--- config.mk ---
export PLATFORM = sky130hd
export DESIGN_NAME = weight_bank_sequencer
export DESIGN_NICKNAME = d
export VERILOG_FILES = /design/src/rtl/weight_bank_sequencer.sv
export SDC_FILE = /design/constraint.sdc
export NUM_CORES = 1
export LEC_CHECK = 0
export BUFFER_PORTS_ARGS = -buffer_cell sky130_fd_sc_hd__buf_2
export CAP_MARGIN = 20
export CORE_AREA = 3 3 83 101
export DETAILED_ROUTE_END_ITERATION = 8
export DIE_AREA = 0 0 86 104
export PLACE_DENSITY = 0.86
export SLEW_MARGIN = 5
export SYNTH_ARGS = -nofsm -noshare
export SYNTH_HDL_FRONTEND = slang
export SYNTH_SLANG_ARGS = --single-unit
--- constraint.sdc ---
create_clock -name CLOCK_50 -period 2 [get_ports CLOCK_50]
set_clock_uncertainty 0.1 [all_clocks]
set_input_delay 0.1 -clock CLOCK_50 [delete_from_list [all_inputs] [get_ports CLOCK_50]]
set_output_delay 0.1 -clock CLOCK_50 [all_outputs]
set_load 0.05 [all_outputs]
--- src/rtl/weight_bank_sequencer.sv ---
// Bank controller: host single-word writes, windowed read stream, bulk zero-clear.
// Stream: first word 2 cycles after start; output register holds while out_valid && !out_ready.
module weight_bank_sequencer #(
   parameter int DATA_W = 17,
   parameter int ADDR_W = 6
) (
   input  logic              CLOCK_50,
   input  logic              RESET_N,
   input  logic              host_wr_req,
   input  logic [ADDR_W-1:0] host_wr_addr,
   input  logic [DATA_W-1:0] host_wr_data,
   output logic              host_wr_ack,
   input  logic              clear,
   input  logic              start,
   input  logic [ADDR_W-1:0] base_addr,
   input  logic [ADDR_W-1:0] len,
   output logic              mem_wr,
   output logic [ADDR_W-1:0] mem_wr_address,
   output logic [DATA_W-1:0] mem_wr_data,
   output logic [ADDR_W-1:0] mem_rd_address,
   input  logic [DATA_W-1:0] mem_rd_data,
   output logic              out_valid,
   input  logic              out_ready,
   output logic [DATA_W-1:0] out_data,
   output logic [ADDR_W-1:0] out_index,
   output logic              out_last,
   output logic              busy,
   output logic              done
);

   typedef enum logic [1:0] {IDLE, RUN, FLUSH, CLEAR} state_t;

   state_t            state, state_d;
   logic [ADDR_W-1:0] idx, idx_d;
   logic [ADDR_W-1:0] len_r, len_d;

   logic              host_wr_ack_d;
   logic              mem_wr_d;
   logic [ADDR_W-1:0] mem_wr_address_d;
   logic [DATA_W-1:0] mem_wr_data_d;
   logic [ADDR_W-1:0] mem_rd_address_d;
   logic              out_valid_d;
   logic [DATA_W-1:0] out_data_d;
   logic [ADDR_W-1:0] out_index_d;
   logic              out_last_d;
   logic              busy_d;
   logic              done_d;

   always_ff @(posedge CLOCK_50 or negedge RESET_N) begin
      if (!RESET_N) begin
         state          <= IDLE;
         idx            <= '0;
         len_r          <= '0;
         host_wr_ack    <= 1'b0;
         mem_wr         <= 1'b0;
         mem_wr_address <= '0;
         mem_wr_data    <= '0;
         mem_rd_address <= '0;
         out_valid      <= 1'b0;
         out_data       <= '0;
         out_index      <= '0;
         out_last       <= 1'b0;
         busy           <= 1'b0;
         done           <= 1'b0;
      end else begin
         state          <= state_d;
         idx            <= idx_d;
         len_r          <= len_d;
         host_wr_ack    <= host_wr_ack_d;
         mem_wr         <= mem_wr_d;
         mem_wr_address <= mem_wr_address_d;
         mem_wr_data    <= mem_wr_data_d;
         mem_rd_address <= mem_rd_address_d;
         out_valid      <= out_valid_d;
         out_data       <= out_data_d;
         out_index      <= out_index_d;
         out_last       <= out_last_d;
         busy           <= busy_d;
         done           <= done_d;
      end
   end

   always_comb begin
      state_d          = state;
      idx_d            = idx;
      len_d            = len_r;
      host_wr_ack_d    = 1'b0;
      mem_wr_d         = 1'b0;
      mem_wr_address_d = mem_wr_address;
      mem_wr_data_d    = mem_wr_data;
      mem_rd_address_d = mem_rd_address;
      out_valid_d      = out_valid;
      out_data_d       = out_data;
      out_index_d      = out_index;
      out_last_d       = out_last;
      busy_d           = busy;
      done_d           = 1'b0;

      case (state)
         IDLE: begin
            if (start) begin
               state_d          = RUN;
               busy_d           = 1'b1;
               idx_d            = '0;
               len_d            = len;
               mem_rd_address_d = base_addr;
            end else if (clear) begin
               state_d          = CLEAR;
               busy_d           = 1'b1;
               mem_wr_d         = 1'b1;
               mem_wr_address_d = '0;
               mem_wr_data_d    = '0;
            end else if (host_wr_req && !host_wr_ack) begin
               // the ack cycle blocks re-acceptance of a still-held request
               mem_wr_d         = 1'b1;
               mem_wr_address_d = host_wr_addr;
               mem_wr_data_d    = host_wr_data;
               host_wr_ack_d    = 1'b1;
            end
         end

         RUN: begin
            if (!out_valid || out_ready) begin
               out_data_d       = mem_rd_data;
               out_index_d      = idx;
               out_last_d       = (idx == len_r);
               out_valid_d      = 1'b1;
               idx_d            = idx + 1'b1;
               mem_rd_address_d = mem_rd_address + 1'b1;
               if (idx == len_r)
                  state_d = FLUSH;
            end
         end

         FLUSH: begin
            if (out_valid && out_ready) begin
               out_valid_d = 1'b0;
               out_last_d  = 1'b0;
               done_d      = 1'b1;
               busy_d      = 1'b0;
               state_d     = IDLE;
            end
         end

         CLEAR: begin
            if (mem_wr_address == '1) begin
               done_d  = 1'b1;
               busy_d  = 1'b0;
               state_d = IDLE;
            end else begin
               mem_wr_d         = 1'b1;
               mem_wr_address_d = mem_wr_address + 1'b1;
            end
         end

         default: state_d = IDLE;
      endcase
   end

endmodule

==> impl_metrics.py, run 1 <==
metrics = {
    "finish": {
        "diodes": 0,
        "final.fill_count": 581,
        "fin_nets": 532,
        "areaGrowthSynthToFinish_pct": 47.08,
        "area.sequential_um2": 1802,
        "final_cell_mix": "buf_2, dfrtp_1, dlygate4sd3_1",
        "utilization": 0.6439,
        "multi_input_area_um2": 1445,
        "post_route_cells_drive_above_1_share": 0.4013,
        "layout_commonest_cell": "buf_2",
        "finish.cell_count_without_fillers": 563,
    },
    "floorplanning": {
        "floorplan.io_pins": 116,
        "floorplan.rows": 35,
        "floorplan.core_area_um2": 7576,
        "die-height_um": 104,
        "die_area_um2": 8944,
        "effective_utilization_at_floorplan": 0.4378,
        "floorplan_die_width_um": 86,
    },
    "pwr": {
        "total_leakage_power_uw": 0.002386,
        "power_density_cells_nw_per_um2": 1760,
        "ir_drop_v": 0.001021,
    },
    "detailed_routing": {
        "drc": 0,
        "vias_per_cell": 5.178,
        "drtPass1Iterations": 4,
        "route.antenna.remaining_nets": 0,
        "drt-wirelength-per-cell_um": 15.29,
        "drtIter0Drc": 91,
        "routed_wl_um": 8608,
        "dr_total_vias": 2915,
    },
    "placement": {
        "hpwlAfterDp_um": 5697,
        "placement.io_buffers": 115,
        "place_congestion": 0.8497,
        "dp_cells": 497,
    },
    "yosys": {
        "ys.warnings.count": 0,
        "primary_flip_flop_cell_chosen_by_synthesis_mapping": "dfrtp_1",
        "synth-edff-count": 0,
        "postSynthRegisterBits": 72,
        "synthesis.area_per_instance_um2": 11.76,
        "synthDistinctLibCells": 50,
        "synth_nets": 347,
        "ys_async_sr_fraction": 1.000,
        "netlist_area_um2": 3317,
        "yosysSeqAreaShare": 0.5432,
        "post_synth_inst_count": 282,
    },
    "worst_setup_path": {
        "critPathRequiredTime_ns": 2.16,
        "timing.setup.critical_path_class": "flop to flop",
        "timing.critical_path.from_type": "flop",
        "arr_time_crit_path_ns": 2.08,
        "worst-r2r-cell-count": 6,
        "setup.worst_path.end_class": "flop",
        "crit_path_max_fo": 7,
    },
    "run_status": {
        "run_status": "complete, no violations",
    },
    "clock_tree": {
        "insertion_delay_ns": 0.34,
        "cts.root.buffer_cell": "clkbuf_8",
        "tritoncts.num_buffers": 9,
        "number_of_sinks_handled_by_clock_tree_synthesis": 72,
        "clk_path_buf_depth": 2,
        "clk_transition_reported_paths_ns": 0.07,
        "clock_tree.htree_level_count": 3,
        "cts_tree": "built",
    },
    "sta": {
        "finalHoldViolCount": 0,
        "max_slew_margin": 0.4005,
        "setup_total_negative_slack_ns": 0,
        "final.min_clock_period_ns": 1.927,
        "final_min_period_over_clock_period": 0.9635,
        "rsz0062_at_grt": "yes",
        "setup_viol": 0,
        "final_max_slew_viol_count": 0,
        "fmaxAchievable_ghz": 0.5189,
        "worst-slew-pin-transition_ns": 0.8993,
    },
    "global_routing": {
        "grt.overflow.total": 0,
        "grt_pass1_vias": 3165,
        "global_router_s_overall_resource_usage": 0.2013,
        "initial_antenna_violation_count": 0,
        "grt_pass1_wl_um": 14750,
        "grt_start_max_net_pins": 73,
    },
    "hold_path": {
        "hold_depth": 3,
        "hold_path.class": "input port to flop",
    },
    "run": {
        "cap_violations": 0,
    },
}
==> timing repair <==
item / 4_1_cts / 5_1_grt
hold endpoints to repair: 122 / 0
setup endpoints to repair: 0 / 14
hold buffers: 51 / 0
resized for setup: 0 / 5
buffers inserted: 0 / 0
==> worst paths after layout <==
check                                         from                       endpoint  slack (ns)
setup / recovery              state[0]$_DFFE_PN0P_  mem_rd_address[0]$_DFFE_PN0P_        0.07
hold / removal                     host_wr_addr[4]  mem_wr_address[4]$_DFFE_PN0P_        0.03
setup reg to reg              state[0]$_DFFE_PN0P_  mem_rd_address[0]$_DFFE_PN0P_        0.07
hold reg to reg            out_data[3]$_DFFE_PN0P_        out_data[3]$_DFFE_PN0P_        0.40
max in group asynchronous                  RESET_N           state[0]$_DFFE_PN0P_        0.88
min in group asynchronous                  RESET_N  mem_wr_address[3]$_DFFE_PN0P_        0.31
==> worst max-delay path: stages (launching register included) <==
cell	delay, ns
dfrtp_1	0.42
ha_1	0.27
and3b_1	0.31
nor2_1	0.38
buf_4	0.21
nor2_1	0.04
a21oi_1	0.12
==> power breakdown <==
part	switching, uW	internal (uW)
Clock	550	830
Combinational	3130	1570
Sequential	425	2070
Total	4110	4480
==> final cells by class <==
class                      instances  area share
inverter                           8    0.006925
timing repair buffer             185      0.2549
sequential                        72      0.3693
tap                               92     0.02360
multi-input combinational        191      0.2962
clock buffer                       9     0.02539
clock inverter                     6     0.02360
==> per-layer routing <==
layer,GRT usage,vias to the layer above,wire length (um)
met4,0.07127,0,123
met1,0.2394,1388,3451
li1,-,1413,-
met5,0,-,0
met2,0.3534,99,4461
met3,0.04120,15,572
==> cell families after synthesis <==
logic type	after synthesis	synth area share
xor gates and xnor gates	10	0.02640
buffers and inverters	19	0.02565
DFF	72	0.5432
and+or+nand+nor	68	0.1064
adders and majority gates	7	0.02640
muxes	33	0.1113
AOI/OAI and AO/OA	73	0.1607
==> Yosys cell counts, types with 5 or more instances <==
library cell	number	area (um^2)
xnor2_1	6	52.55
dfrtp_1	72	1802
a21oi_1	17	85.08
nand2_1	17	63.81
buf_2	5	25.02
a22o_1	19	166.4
ha_1	7	87.58
o21ai_0	9	45.04
mux2_2	31	349.1
nor2_1	14	52.55
inv_1	6	22.52
nand3_1	10	50.05
==> stage by stage <==
stage	setup slack [ns]	hold WS (ns)	area (um^2)	total power (uW)
global route	-0.07565	0.05850	4878	9118
finish	0.07301	0.03198	4878	8584
floorplan	0.0005994	-0.2956	3317	5878
global placement	0.04849	0.1693	4110	6994
CTS	0.03541	0.01327	4860	8597
detailed placement	0.04822	0.1846	4110	7108
==> state kept, by name (all words and copies together), names as in the netlist <==
register and flops:
busy 1, done 1, host_wr_ack 1, idx 6, len_r 6, mem_rd_address 6
mem_wr 1, mem_wr_address 6, mem_wr_data 17, out_data 17, out_index 6, out_last 1
out_valid 1, state 2
(Power assumes the default switching activity.)
==> run 2: changes to the inputs <==
PLACE_DENSITY = not set   (was 0.86)
PLACE_DENSITY_LB_ADDON = 0.1   (was not set)
==> impl_metrics.py, run 2 (synthesis gave the netlist of run 1 again) <==
metrics = {
    "global_routing": {
        "grt.overflow.total": 0,
        "initial_antenna_violation_count": 0,
        "global_router_s_overall_resource_usage": 0.1944,
        "grt_pass1_wl_um": 13900,
        "grt_pass1_vias": 2909,
        "grt_start_max_net_pins": 43,
    },
    "worst_setup_path": {
        "crit_path_max_fo": 14,
        "worst_path_dominant_cell_family": "buffers and inverters",
        "worst-r2r-cell-count": 6,
        "worst_path_most_repeated_cell": "buf_4",
        "timing.setup.critical_path_class": "flop to flop",
        "cpMaxStageDelayCell": "dfrtp_1",
        "setup.worst_path.end_class": "flop",
        "arr_time_crit_path_ns": 1.99,
        "number_of_buffers_and_inverters_on_the_critical_path": 4,
        "critPathRequiredTime_ns": 2.12,
        "critical_path.max_stage_delay_ns": 0.38,
        "timing.critical_path.from_type": "flop",
        "cp.depth": 6,
        "crit_chain": "inv_1 > ha_1 > buf_4 > clkinvlp_4 > buf_4 > o41ai_1",
    },
    "clock_tree": {
        "cts_tree": "built",
        "clock_tree.htree_level_count": 3,
        "cts.root.buffer_cell": "clkbuf_8",
        "clk_path_buf_depth": 2,
        "clk_transition_reported_paths_ns": 0.08,
        "insertion_delay_ns": 0.34,
        "number_of_sinks_handled_by_clock_tree_synthesis": 72,
        "tritoncts.num_buffers": 9,
    },
    "detailed_routing": {
        "vias_per_cell": 5.163,
        "dr_total_vias": 2907,
        "drtIter0Drc": 72,
        "drtPass1Iterations": 4,
        "routed_wl_um": 8305,
        "drt-wirelength-per-cell_um": 14.75,
        "drc": 0,
        "route.antenna.remaining_nets": 0,
    },
    "finish": {
        "utilization": 0.6484,
        "fin_nets": 532,
        "layout_commonest_cell": "buf_2",
        "final_cell_mix": "buf_2, dfrtp_1, dlygate4sd3_1",
        "diodes": 0,
        "post-route-cell-area_um2": 4912,
        "areaGrowthSynthToFinish_pct": 48.10,
        "post_route_cells_drive_above_1_share": 0.4076,
        "largest_registers": "mem_wr_data x17, out_data x17",
    },
    "pwr": {
        "total_leakage_power_uw": 0.002392,
        "ir_drop_v": 0.0009081,
        "power_density_cells_nw_per_um2": 1732,
    },
    "sta": {
        "worst-slew-pin-transition_ns": 0.5641,
        "finalHoldViolCount": 0,
        "setup_viol": 0,
        "fmaxAchievable_ghz": 0.5362,
        "rsz0062_at_grt": "yes",
        "final_min_period_over_clock_period": 0.9325,
        "max_slew_margin": 0.6239,
        "final_max_slew_viol_count": 0,
        "final.min_clock_period_ns": 1.865,
    },
    "floorplanning": {
        "floorplan_die_width_um": 86,
        "effective_utilization_at_floorplan": 0.4378,
        "floorplan.rows": 35,
        "floorplan.io_pins": 116,
        "die-height_um": 104,
        "die_area_um2": 8944,
        "floorplan.core_area_um2": 7576,
    },
    "run": {
        "cap_violations": 0,
    },
    "placement": {
        "place_congestion": 0.7851,
        "placement.io_buffers": 115,
        "hpwlAfterDp_um": 5654,
        "postPlaceCellArea_um2": 4113,
    },
    "hold_path": {
        "hold_depth": 3,
        "hold_path.class": "input port to flop",
    },
    "run_status": {
        "run_status": "complete, no violations",
    },
}
run 2: repair_timing:
action	in CTS	in global routing
setup buffers	0	3
hold endpoints to repair	91	0
hold buffers	51	0
resized for setup	2	8
setup endpoints to repair	6	15
gates cloned	0	0
run 2: final cells by class:
cell class,instances,area (um^2)
clock buffers,11,151.4
inverters,8,33.78
multi-input cells,191,1465
flip-flops and latches,72,1802
clock inverters,4,76.32
repair buffers,185,1269
fillers,632,2664
well taps,92,115.1
run 2: per-stage QoR:
step / hold WS [ns] / total power [uW] / instances / TNS [ns] / setup WS, ns
6_report: 0.03191 / 8508 / 563 / 0 / 0.1350
5_1_grt: 0.04101 / 9029 / 563 / -0.0003455 / -0.0003455
4_1_cts: 0.01264 / 8475 / 560 / 0 / 0.04811
3_5_place_dp: 0.03080 / 7053 / 494 / -0.6552 / -0.1591
3_3_place_gp: 0.03038 / 6963 / 494 / -0.1091 / -0.06540
2_1_floorplan: -0.2956 / 5878 / 282 / 0 / 0.0005994
run 2: power breakdown:
part | internal, uW | switching [uW] | total [uW]
registers | 2070 | 412 | 2490
logic | 1600 | 3110 | 4710
clock network | 768 | 540 | 1310
total | 4440 | 4070 | 8510
run 2: path summary, 6_finish.rpt:
path,startpoint,endpoint,slack [ns]
max in group asynchronous,RESET_N,idx[3]$_DFFE_PN0P_,1.05
worst min-delay path,host_wr_addr[4],mem_wr_address[4]$_DFFE_PN0P_,0.03
worst max register to register,state[1]$_DFFE_PN0P_,out_last$_DFFE_PN0P_,0.14
min in group asynchronous,RESET_N,mem_wr_address[1]$_DFFE_PN0P_,0.19
worst max-delay path,state[1]$_DFFE_PN0P_,out_last$_DFFE_PN0P_,0.14
worst min register to register,out_data[4]$_DFFE_PN0P_,out_data[4]$_DFFE_PN0P_,0.40
run 2: worst register-to-register path, delay by kind of cell (launching register included):
family                     cells  cell delay, ns
AOI/OAI and AO/OA              1            0.35
DFF                            1            0.38
adders and majority gates      1            0.25
buffers and inverters          4            0.68
run 2: metal layers:
layer / wire length [um] / track usage
met5: 0 / 0
met4: 161 / 0.08145
met1: 3675 / 0.2554
met3: 494 / 0.04358
met2: 3974 / 0.3065
==> run 3: changes to the inputs <==
CORE_AREA = 3 3 81 99   (was 3 3 83 101)
CTS_BUF_LIST = sky130_fd_sc_hd__clkbuf_4 sky130_fd_sc_hd__clkbuf_8   (was not set)
DIE_AREA = 0 0 84 102   (was 0 0 86 104)
RECOVER_POWER = 25   (was not set)
==> impl_metrics.py, run 3 (synthesis gave the netlist of run 1 again) <==
metrics = {
    "run_status": {
        "run_status": "complete, no violations",
    },
    "finish": {
        "final_cell_mix": "buf_2, dfrtp_1, dlygate4sd3_1",
        "largest_registers": "mem_wr_data x17, out_data x17",
        "fin_nets": 532,
        "final.fill_count": 548,
        "post_route_cells_drive_above_1_share": 0.4089,
        "area.sequential_um2": 1803,
        "areaGrowthSynthToFinish_pct": 46.51,
        "diodes": 0,
        "post-route-cell-area_um2": 4860,
        "multi_input_area_um2": 1461,
        "layout_commonest_cell": "buf_2",
    },
    "global_routing": {
        "global_router_s_overall_resource_usage": 0.1972,
        "grt_start_max_net_pins": 38,
        "grt_pass1_vias": 2883,
        "grt.overflow.total": 0,
        "initial_antenna_violation_count": 0,
        "grt_pass1_wl_um": 13530,
    },
    "hold_path": {
        "hold_depth": 4,
        "hold-path-endpoint": "mem_wr_address[0]$_DFFE_PN0P_",
        "hold_path.class": "input port to flop",
        "critical_hold_path_startpoint": "host_wr_addr[0]",
    },
    "clock_tree": {
        "number_of_sinks_handled_by_clock_tree_synthesis": 72,
        "clk_path_buf_depth": 2,
        "insertion_delay_ns": 0.34,
        "tritoncts.num_buffers": 9,
        "cts_tree": "built",
        "clock_tree.htree_level_count": 3,
        "cts.root.buffer_cell": "clkbuf_8",
        "clk_transition_reported_paths_ns": 0.08,
    },
    "sta": {
        "rsz0062_at_grt": "yes",
        "fin_hold_ws_ns": 0.03767,
        "worst-slew-pin-transition_ns": 0.8978,
        "fin_worst_setup_slack_ns": 0.09405,
        "final.min_clock_period_ns": 1.906,
        "final_min_period_over_clock_period": 0.9530,
        "fmaxAchievable_ghz": 0.5247,
        "max_slew_margin": 0.4015,
        "finalHoldViolCount": 0,
        "final_max_slew_viol_count": 0,
        "setup_viol": 0,
    },
    "pwr": {
        "ir_drop_v": 0.001032,
        "total_leakage_power_uw": 0.002364,
        "power_density_cells_nw_per_um2": 1719,
    },
    "placement": {
        "hpwlAfterDp_um": 5713,
        "postPlaceCellArea_um2": 4090,
        "pre_cts_slack_ns": -0.01264,
        "place_congestion": 0.8280,
        "placement.io_buffers": 115,
    },
    "worst_setup_path": {
        "worst-r2r-cell-count": 5,
        "crit-reg2reg-capture": "mem_wr_address[1]$_DFFE_PN0P_",
        "reg2reg_from": "mem_wr_address[0]$_DFFE_PN0P_",
        "rrSetupSlack_ns": 0.09,
        "timing.critical_path.from_type": "flop",
        "critPathRequiredTime_ns": 2.13,
        "timing.setup.critical_path_class": "flop to flop",
        "crit_path_max_fo": 6,
        "setup.worst_path.end_class": "flop",
        "worstSetupStartpoint": "mem_wr_address[0]$_DFFE_PN0P_",
        "arr_time_crit_path_ns": 2.04,
    },
    "floorplanning": {
        "die-height_um": 102,
        "floorplan_die_width_um": 84,
        "effective_utilization_at_floorplan": 0.4614,
        "floorplan.rows": 34,
        "floorplan.io_pins": 116,
        "die_area_um2": 8568,
        "floorplan.core_area_um2": 7189,
    },
    "detailed_routing": {
        "drc": 0,
        "routed_wl_um": 8269,
        "vias_per_cell": 5.178,
        "drtPass1Iterations": 4,
        "dr_total_vias": 2910,
        "drtIter0Drc": 110,
        "route.antenna.remaining_nets": 0,
        "drt-wirelength-per-cell_um": 14.71,
    },
    "run": {
        "cap_violations": 0,
    },
}
-- run 3: metrics by stage --
step | cells | total power (uW) | setup TNS [ns] | util
after global placement | 491 | 6968 | 0 | 0.5689
final | 562 | 8355 | 0 | 0.6759
after global routing | 562 | 8869 | -0.04865 | 0.6759
after floorplan | 282 | 5878 | 0 | -
after detailed placement | 491 | 7040 | -0.01264 | 0.5689
after CTS | 559 | 8322 | 0 | 0.6702
-- run 3: final cells by class --
type / count / share of cell area
Sequential cell: 72 / 0.3710
Clock inverter: 6 / 0.01390
Inverter: 8 / 0.006952
Clock buffer: 10 / 0.02832
Timing Repair Buffer: 185 / 0.2559
Tap cell: 90 / 0.02317
Multi-Input combinational cell: 191 / 0.3007
-- run 3: power breakdown --
part           total [uW]  internal [uW]  switching [uW]
combinational        4670           1570            3100
clock                1190            614             571
sequential           2500           2080             426
total                8360           4260            4100
-- run 3: what timing repair did --
| item | 4_1_cts | 5_1_grt |
|---|---|---|
| setup endpoints to repair | 1 | 13 |
| setup buffers | 0 | 3 |
| hold buffers | 52 | 0 |
| endpoints found under the hold margin | 86 | 0 |
| pin swaps | 0 | 0 |
| gates resized for setup | 1 | 9 |
-- run 3: worst max path at each step --
stage | slack, ns | end | cells past startpoint
final | 0.09 | mem_wr_address[1]$_DFFE_PN0P_ | 5
after global routing | -0.04 | idx[4]$_DFFE_PN0P_ | 7
after CTS | 0.07 | idx[4]$_DFFE_PN0P_ | 7
after detailed placement | -0.01 | mem_rd_address[2]$_DFFE_PN0P_ | 6
after global placement | 0.04 | mem_rd_address[2]$_DFFE_PN0P_ | 6
after floorplan | 0.0006 | mem_wr_address[0]$_DFFE_PN0P_ | 5
-- run 3: per-layer routing --
layer,wire (um),GRT usage,up-vias,part of all wire
met5,0,0,-,0
met4,176,0.09282,0,0.021
met3,408,0.03871,19,0.049
met2,4186,0.3307,88,0.51
met1,3498,0.2479,1383,0.42
li1,-,-,1420,-
-- run 3: critical path: stages (launching register included) --
cell	delay, ns
dfrtp_1	0.43
ha_1	0.27
and4_1	0.24
nand3_1	0.18
o21a_2	0.23
mux2_2	0.35
